--- src/rtl/dnn_result_tx.sv ---
// Per-case result scorer and byte packer for the training loop: scores each case,
// packs eight results per byte, appends the epoch correct-count and queues bytes for UART TX.
module dnn_result_tx #(
  parameter int unsigned NOUT       = 10,
  parameter int unsigned NN         = 32,
  parameter int unsigned TC         = 12544,
  parameter int unsigned FIFO_DEPTH = 8
) (
  input  logic            clk,
  input  logic            reset,
  input  logic            case_strobe,
  input  logic [NN-1:0]   act_in,
  input  logic [NOUT-1:0] ans_in,
  output logic [7:0]      tx_data,
  output logic            tx_valid,
  input  logic            tx_ready,
  output logic [15:0]     epoch_correct,
  output logic            epoch_done,
  output logic            drop_err,
  output logic            ovf_err
);

  localparam int unsigned PtrW  = (FIFO_DEPTH > 1) ? $clog2(FIFO_DEPTH) : 1;
  localparam int unsigned OccW  = $clog2(FIFO_DEPTH + 1);
  localparam logic [15:0] TcVal = 16'(TC);
  localparam logic [OccW-1:0] OccFull = OccW'(FIFO_DEPTH);

  typedef enum logic [1:0] {StCollect, StPushRes, StPushLo, StPushHi} state_e;

  state_e state_q, state_d;

  logic [7:0]      shift_q, shift_d;
  logic [2:0]      bit_idx_q, bit_idx_d;
  logic [15:0]     case_cnt_q, case_cnt_d;
  logic [15:0]     run_cnt_q, run_cnt_d;
  logic [15:0]     epoch_correct_q, epoch_correct_d;
  logic            drop_err_q, drop_err_d;
  logic            ovf_err_q, ovf_err_d;

  logic [7:0]      mem_q [FIFO_DEPTH];
  logic [PtrW-1:0] wptr_q, wptr_d;
  logic [PtrW-1:0] rptr_q, rptr_d;
  logic [OccW-1:0] occ_q, occ_d;

  logic            correct;
  logic            epoch_end;
  logic            push_req;
  logic [7:0]      push_byte;
  logic            fifo_full;
  logic            pop;
  logic            push_ok;

  // Upper neuron outputs carry no class information.
  logic            unused_act;
  assign unused_act = ^act_in;

  assign correct   = (act_in[NOUT-1:0] == ans_in);
  assign epoch_end = (state_q == StPushRes) && (case_cnt_q == TcVal);

  // ---------------------------------------------------------------------------
  // FSM: state register
  // ---------------------------------------------------------------------------
  always_ff @(posedge clk) begin
    if (reset) begin
      state_q <= StCollect;
    end else begin
      state_q <= state_d;
    end
  end

  // FSM: next state
  always_comb begin
    state_d = state_q;
    unique case (state_q)
      StCollect: begin
        if (case_strobe && (bit_idx_q == 3'd7)) begin
          state_d = StPushRes;
        end
      end
      StPushRes: state_d = epoch_end ? StPushLo : StCollect;
      StPushLo:  state_d = StPushHi;
      StPushHi:  state_d = StCollect;
      default:   state_d = StCollect;
    endcase
  end

  // FSM: outputs
  always_comb begin
    push_req   = 1'b0;
    push_byte  = 8'h00;
    epoch_done = 1'b0;
    unique case (state_q)
      StPushRes: begin
        push_req   = 1'b1;
        push_byte  = shift_q;
        epoch_done = epoch_end;
      end
      StPushLo: begin
        push_req  = 1'b1;
        push_byte = epoch_correct_q[7:0];
      end
      StPushHi: begin
        push_req  = 1'b1;
        push_byte = epoch_correct_q[15:8];
      end
      default: ;
    endcase
  end

  // ---------------------------------------------------------------------------
  // Scoring datapath
  // ---------------------------------------------------------------------------
  always_comb begin
    shift_d         = shift_q;
    bit_idx_d       = bit_idx_q;
    case_cnt_d      = case_cnt_q;
    run_cnt_d       = run_cnt_q;
    epoch_correct_d = epoch_correct_q;
    drop_err_d      = drop_err_q | (case_strobe && (state_q != StCollect));
    unique case (state_q)
      StCollect: begin
        if (case_strobe) begin
          shift_d[bit_idx_q] = correct;
          run_cnt_d          = run_cnt_q + 16'(correct);
          case_cnt_d         = case_cnt_q + 16'd1;
          if (bit_idx_q != 3'd7) begin
            bit_idx_d = bit_idx_q + 3'd1;
          end
        end
      end
      StPushRes: begin
        shift_d   = 8'h00;
        bit_idx_d = 3'd0;
        // The final case was already counted on its strobe.
        if (epoch_end) begin
          epoch_correct_d = run_cnt_q;
          run_cnt_d       = 16'd0;
          case_cnt_d      = 16'd0;
        end
      end
      default: ;
    endcase
  end

  always_ff @(posedge clk) begin
    if (reset) begin
      shift_q         <= 8'h00;
      bit_idx_q       <= 3'd0;
      case_cnt_q      <= 16'd0;
      run_cnt_q       <= 16'd0;
      epoch_correct_q <= 16'd0;
      drop_err_q      <= 1'b0;
    end else begin
      shift_q         <= shift_d;
      bit_idx_q       <= bit_idx_d;
      case_cnt_q      <= case_cnt_d;
      run_cnt_q       <= run_cnt_d;
      epoch_correct_q <= epoch_correct_d;
      drop_err_q      <= drop_err_d;
    end
  end

  // ---------------------------------------------------------------------------
  // Byte FIFO
  // ---------------------------------------------------------------------------
  assign tx_valid  = (occ_q != '0);
  assign tx_data   = mem_q[rptr_q];
  assign fifo_full = (occ_q == OccFull);
  assign pop       = tx_valid && tx_ready;
  // A pop in the same clk frees the slot, so a full FIFO still accepts the push.
  assign push_ok   = push_req && (!fifo_full || pop);

  always_comb begin
    wptr_d    = wptr_q;
    rptr_d    = rptr_q;
    occ_d     = occ_q;
    ovf_err_d = ovf_err_q | (push_req && fifo_full && !pop);
    if (push_ok) begin
      wptr_d = wptr_q + PtrW'(1);
    end
    if (pop) begin
      rptr_d = rptr_q + PtrW'(1);
    end
    if (push_ok && !pop) begin
      occ_d = occ_q + OccW'(1);
    end else if (!push_ok && pop) begin
      occ_d = occ_q - OccW'(1);
    end
  end

  always_ff @(posedge clk) begin
    if (reset) begin
      wptr_q    <= '0;
      rptr_q    <= '0;
      occ_q     <= '0;
      ovf_err_q <= 1'b0;
    end else begin
      wptr_q    <= wptr_d;
      rptr_q    <= rptr_d;
      occ_q     <= occ_d;
      ovf_err_q <= ovf_err_d;
    end
  end

  always_ff @(posedge clk) begin
    if (push_ok) begin
      mem_q[wptr_q] <= push_byte;
    end
  end

  assign epoch_correct = epoch_correct_q;
  assign drop_err      = drop_err_q;
  assign ovf_err       = ovf_err_q;

endmodule

--- config.mk ---
export PLATFORM = sky130hd
export DESIGN_NAME = dnn_result_tx
export DESIGN_NICKNAME = d
export VERILOG_FILES = /design/src/rtl/dnn_result_tx.sv
export SDC_FILE = /design/constraint.sdc
export NUM_CORES = 1
export LEC_CHECK = 0
export CAP_MARGIN = 20
export CELL_PAD_IN_SITES_DETAIL_PLACEMENT = 0
export CELL_PAD_IN_SITES_GLOBAL_PLACEMENT = 1
export CORE_MARGIN = 2
export CORE_UTILIZATION = 42
export CTS_BUF_LIST = sky130_fd_sc_hd__clkbuf_4
export DETAILED_ROUTE_END_ITERATION = 8
export PLACE_DENSITY_LB_ADDON = 0.25
export SLEW_MARGIN = 20
export SYNTH_ARGS = -nofsm -noshare
export SYNTH_HDL_FRONTEND = slang
export SYNTH_SLANG_ARGS = --single-unit
--- constraint.sdc ---
create_clock -name clk -period 2.4 [get_ports clk]
set_clock_uncertainty 0.2 [all_clocks]
set_input_delay 0.36 -clock clk [delete_from_list [all_inputs] [get_ports clk]]
set_output_delay 0.36 -clock clk [all_outputs]
set_load 0.05 [all_outputs]
==> results of run 1 <==
==> power breakdown <==
part           internal, W  leakage (nW)  total [W]  switching (W)
sequential         0.00251          1.23    0.00256      0.0000450
clock             0.000738         0.161    0.00161       0.000876
combinational     0.000473          1.37   0.000924       0.000451
total              0.00372          2.76    0.00509        0.00137
==> worst paths after layout <==
path / from / end
worst max-delay path: flop / tx_data[6]
worst min-delay path: shift_q[5] / shift_q[5]
worst max register to register: occ_q[1] / occ_q[3]
worst min register to register: shift_q[5] / shift_q[5]
==> synthesized netlist by cell type, types with 4 or more instances <==
cell,instances,area [um^2]
buf_1,5,18.8
nand3_1,18,90.1
nand2_1,37,139
mux2i_1,22,220
xor2_1,17,149
nand2b_1,5,31.3
or3_1,9,56.3
buf_2,6,30.0
and4_1,5,43.8
o21ai_0,20,100
nor3b_1,5,37.5
xnor2_1,14,123
ha_1,11,138
a21oi_1,25,125
dfxtp_1,76,1520
clkbuf_1,10,37.5
nor2_1,58,218
edfxtp_1,64,1920
nor3_1,10,50.1
mux2_2,16,180
nand4_1,10,62.6
inv_1,9,33.8
mux4_2,16,360
nor4_1,4,25.0
o31ai_1,6,45.0
or4_1,6,45.0
==> through the flow <==
| step | setup TNS (ns) | utilization | hold slack [ns] | power [W] | area [um^2] |
|---|---|---|---|---|---|
| after global routing | -2.80 | 0.544 | 0.314 | 0.00531 | 7610 |
| after global placement | -6.29 | 0.507 | 0.249 | 0.00340 | 7090 |
| after detailed placement | -5.83 | 0.507 | 0.256 | 0.00342 | 7090 |
| after floorplan | 0 | - | 0.235 | 0.00317 | 6140 |
| final | -1.83 | 0.544 | 0.270 | 0.00509 | 7610 |
| after CTS | -2.25 | 0.537 | 0.275 | 0.00513 | 7510 |
==> timing repair <==
item / in CTS / in global routing
hold buffers: 0 / 0
setup buffers: 3 / 2
setup endpoints to repair: 11 / 14
pin swaps: 5 / 10
cloned: 1 / 0
gates resized for setup: 22 / 26
==> routing by layer <==
metal / up-vias / GRT usage / wire length, um
met5: - / 0 / 0
met4: 0 / 0.0601 / 174
met3: 13 / 0.0442 / 467
met2: 72 / 0.293 / 6430
met1: 2040 / 0.220 / 5860
li1: 2090 / - / -
==> registers in the layout, indices dropped and copies added (netlist names), named ones only <==
| register | flops |
|---|---|
| drop_err | 1 |
| mem_q | 64 |
| state_q | 1 |
| occ_q | 4 |
| wptr_q | 3 |
| case_cnt_q | 16 |
| ovf_err | 1 |
| run_cnt_q | 16 |
| rptr_q | 3 |
| shift_q | 8 |
| bit_idx_q | 3 |
| epoch_correct | 16 |
==> cell type report <==
class	instances	area, um^2	area share
Tap cell	180	225	0.0296
Sequential cell	140	3460	0.454
Timing Repair Buffer	101	987	0.130
Inverter	9	33.8	0.00444
Clock inverter	14	168	0.0220
Clock buffer	18	135	0.0177
Multi-Input combinational cell	341	2610	0.343
==> cell families after synthesis <==
| kind of cell | Yosys count | share of synthesized area |
|---|---|---|
| AOI/OAI and AO/OA | 63 | 0.0603 |
| xor gates and xnor gates | 31 | 0.0447 |
| adders and majority gates | 12 | 0.0259 |
| buffers and inverters | 34 | 0.0266 |
| DFF | 140 | 0.567 |
| muxes | 54 | 0.125 |
| and+or+nand+nor | 181 | 0.151 |
==> placed cells by master (no fill, tap or decap), types with 8 or more instances in the layout <==
master,n
xor2_1,17
ha_1,9
a21oi_1,22
clkbuf_4,18
mux2i_1,22
xnor2_1,14
or3_1,8
dlymetal6s2s_1,10
nand2_1,35
o21ai_0,19
mux2_2,11
nor2_1,58
nand3_1,18
nand4_1,10
clkdlybuf4s50_1,30
dfxtp_1,71
edfxtp_1,64
nor3_1,9
mux4_2,16
buf_4,48
inv_1,8
==> worst reg2reg max path, stage by stage (launching register included) <==
cell	delay, ns
dfxtp_4	0.37
nor3_4	0.30
a31oi_4	0.15
ha_4	0.18
inv_2	0.06
ha_1	0.22
a21o_1	0.19
a21oi_2	0.13
xnor2_1	0.08
or3_1	0.32
a21oi_2	0.12
==> results by group, run 1 <==
Worst setup path
  • CP Depth: 4
  • Worst r2r path cells: 10
  • Worst-path fanout max: 8
  • CP Data Required Time: about 1.8 ns
  • CP peak stage delay: just over 0.5 ns
  • CP cell instances: buf_12 > mux4_2 > mux2_4 > buf_8
  • R2R Setup Slk: 0.03 ns
  • Cell family with most CP delay: multiplexers
  • Crit. End Element: output port
  • Crit start category: flop
  • CP bufs+invs: 2
  • Arr. time, crit path: about 2.1 ns
  • Slowest cell on crit path: mux4_2
  • CP Class: flop to output port

Die
  • Core Region: ~14,000 um^2
  • Die Wd: ~120 um
  • Die Ht: roughly 120 um
  • Starting Density: 0.434
  • Site row count: 43
  • IO Pins: 74
  • Die Footprint: 15,400 um^2

GRT
  • Largest net degree at the start of global routing: 22
  • Initial antenna violation count: 0
  • Global-route wire length before repair: between 20,000 and 25,000 um
  • Vias in the first global route: 4,271
  • GR Util All Layers: 0.174
  • Total gr overflow: 0

Status
  • Status: complete, but fails checks
  • Failing checks: negative setup slack

Routing
  • Vias per cell: roughly 5.2
  • Post-route DRC: 0
  • Post-route ant nets: 0
  • Iter 0 DRT Violations: about 180
  • Wire per inst: 16.1 um
  • DR vias: 4,215
  • Routed wire length: approximately 13,000 um
  • First-pass DRT Iterations: 6

Timing
  • Setup WS post-layout: -0.239 ns
  • Min cycle time layout: about 2.6 ns
  • Worst rel slew slack: 0.405
  • Final Max Tran Viols: 0
  • Worst Tran Pin Value: between 0.8 and 0.9 ns
  • Max Clk Rate: 379 MHz
  • Final Hold Fails: 0
  • Final setup vio count: 9
  • RSZ-0062 raised after global routing: true
  • Final Cycle Share: 1.10

Layout
  • Finished Layout Cells: 803
  • Layout cell share with drive strength beyond 1: 0.242
  • Fill cell count: roughly 1,200
  • Area Overhead vs Synth: 25.3%
  • Antenna Cells: 0
  • Final net count: 668

Logic synthesis
  • Synth cell types: between 40 and 50
  • Post-synthesis sequential area ratio: 0.567
  • Synth Area per Inst: between 10 and 15 um^2
  • Main synth FF type: dfxtp_1
  • Netlist Area Pre-Place: a little over 6000 um^2
  • Post-Syn Nets: between 500 and 600
  • Post-synthesis instance total: between 500 and 600
  • Post-synth EDFFs: 64
  • YS warnings: 0
  • Asr flop ratio synth: 0
  • #FFs+latches synth: between 100 and 150

Placement
  • Placed instance count: between 700 and 800
  • Post-Place Setup Slack: -0.449 ns
  • Port Buf Inserts: between 50 and 60
  • Hpwl dp: between 8000 and 9000 um
  • RD Place Congestion: around 0.75

Clock network
  • Cts bufs inserted: 17
  • Htree depth: 4
  • Root buf cell: clkbuf_4
  • CTS max path bufs: 2
  • CTS tree: done
  • Clock Latency Late Sink: between 0.5 and 0.6 ns
  • CTS clk-pin slew, worst paths: approximately 0.12 ns
  • Sink Count: 140

Hold path
  • Hold Path Class: flop to flop
  • Hold path cells: 2

Power and ir drop
  • Max VDD drop: 0.362 mV
  • Leak pwr: 2.76 nW
  • PD cells: approximately 670 nW/um^2

Job
  • Max-cap viol count: 0
No activity file was read; power rests on OpenSTA's default activity.
==> run 2: changes to the inputs <==
CAP_MARGIN = 0   (was 20)
==> results of run 2 <==
The final DEF is identical to that of run 1; final timing and power are the same.
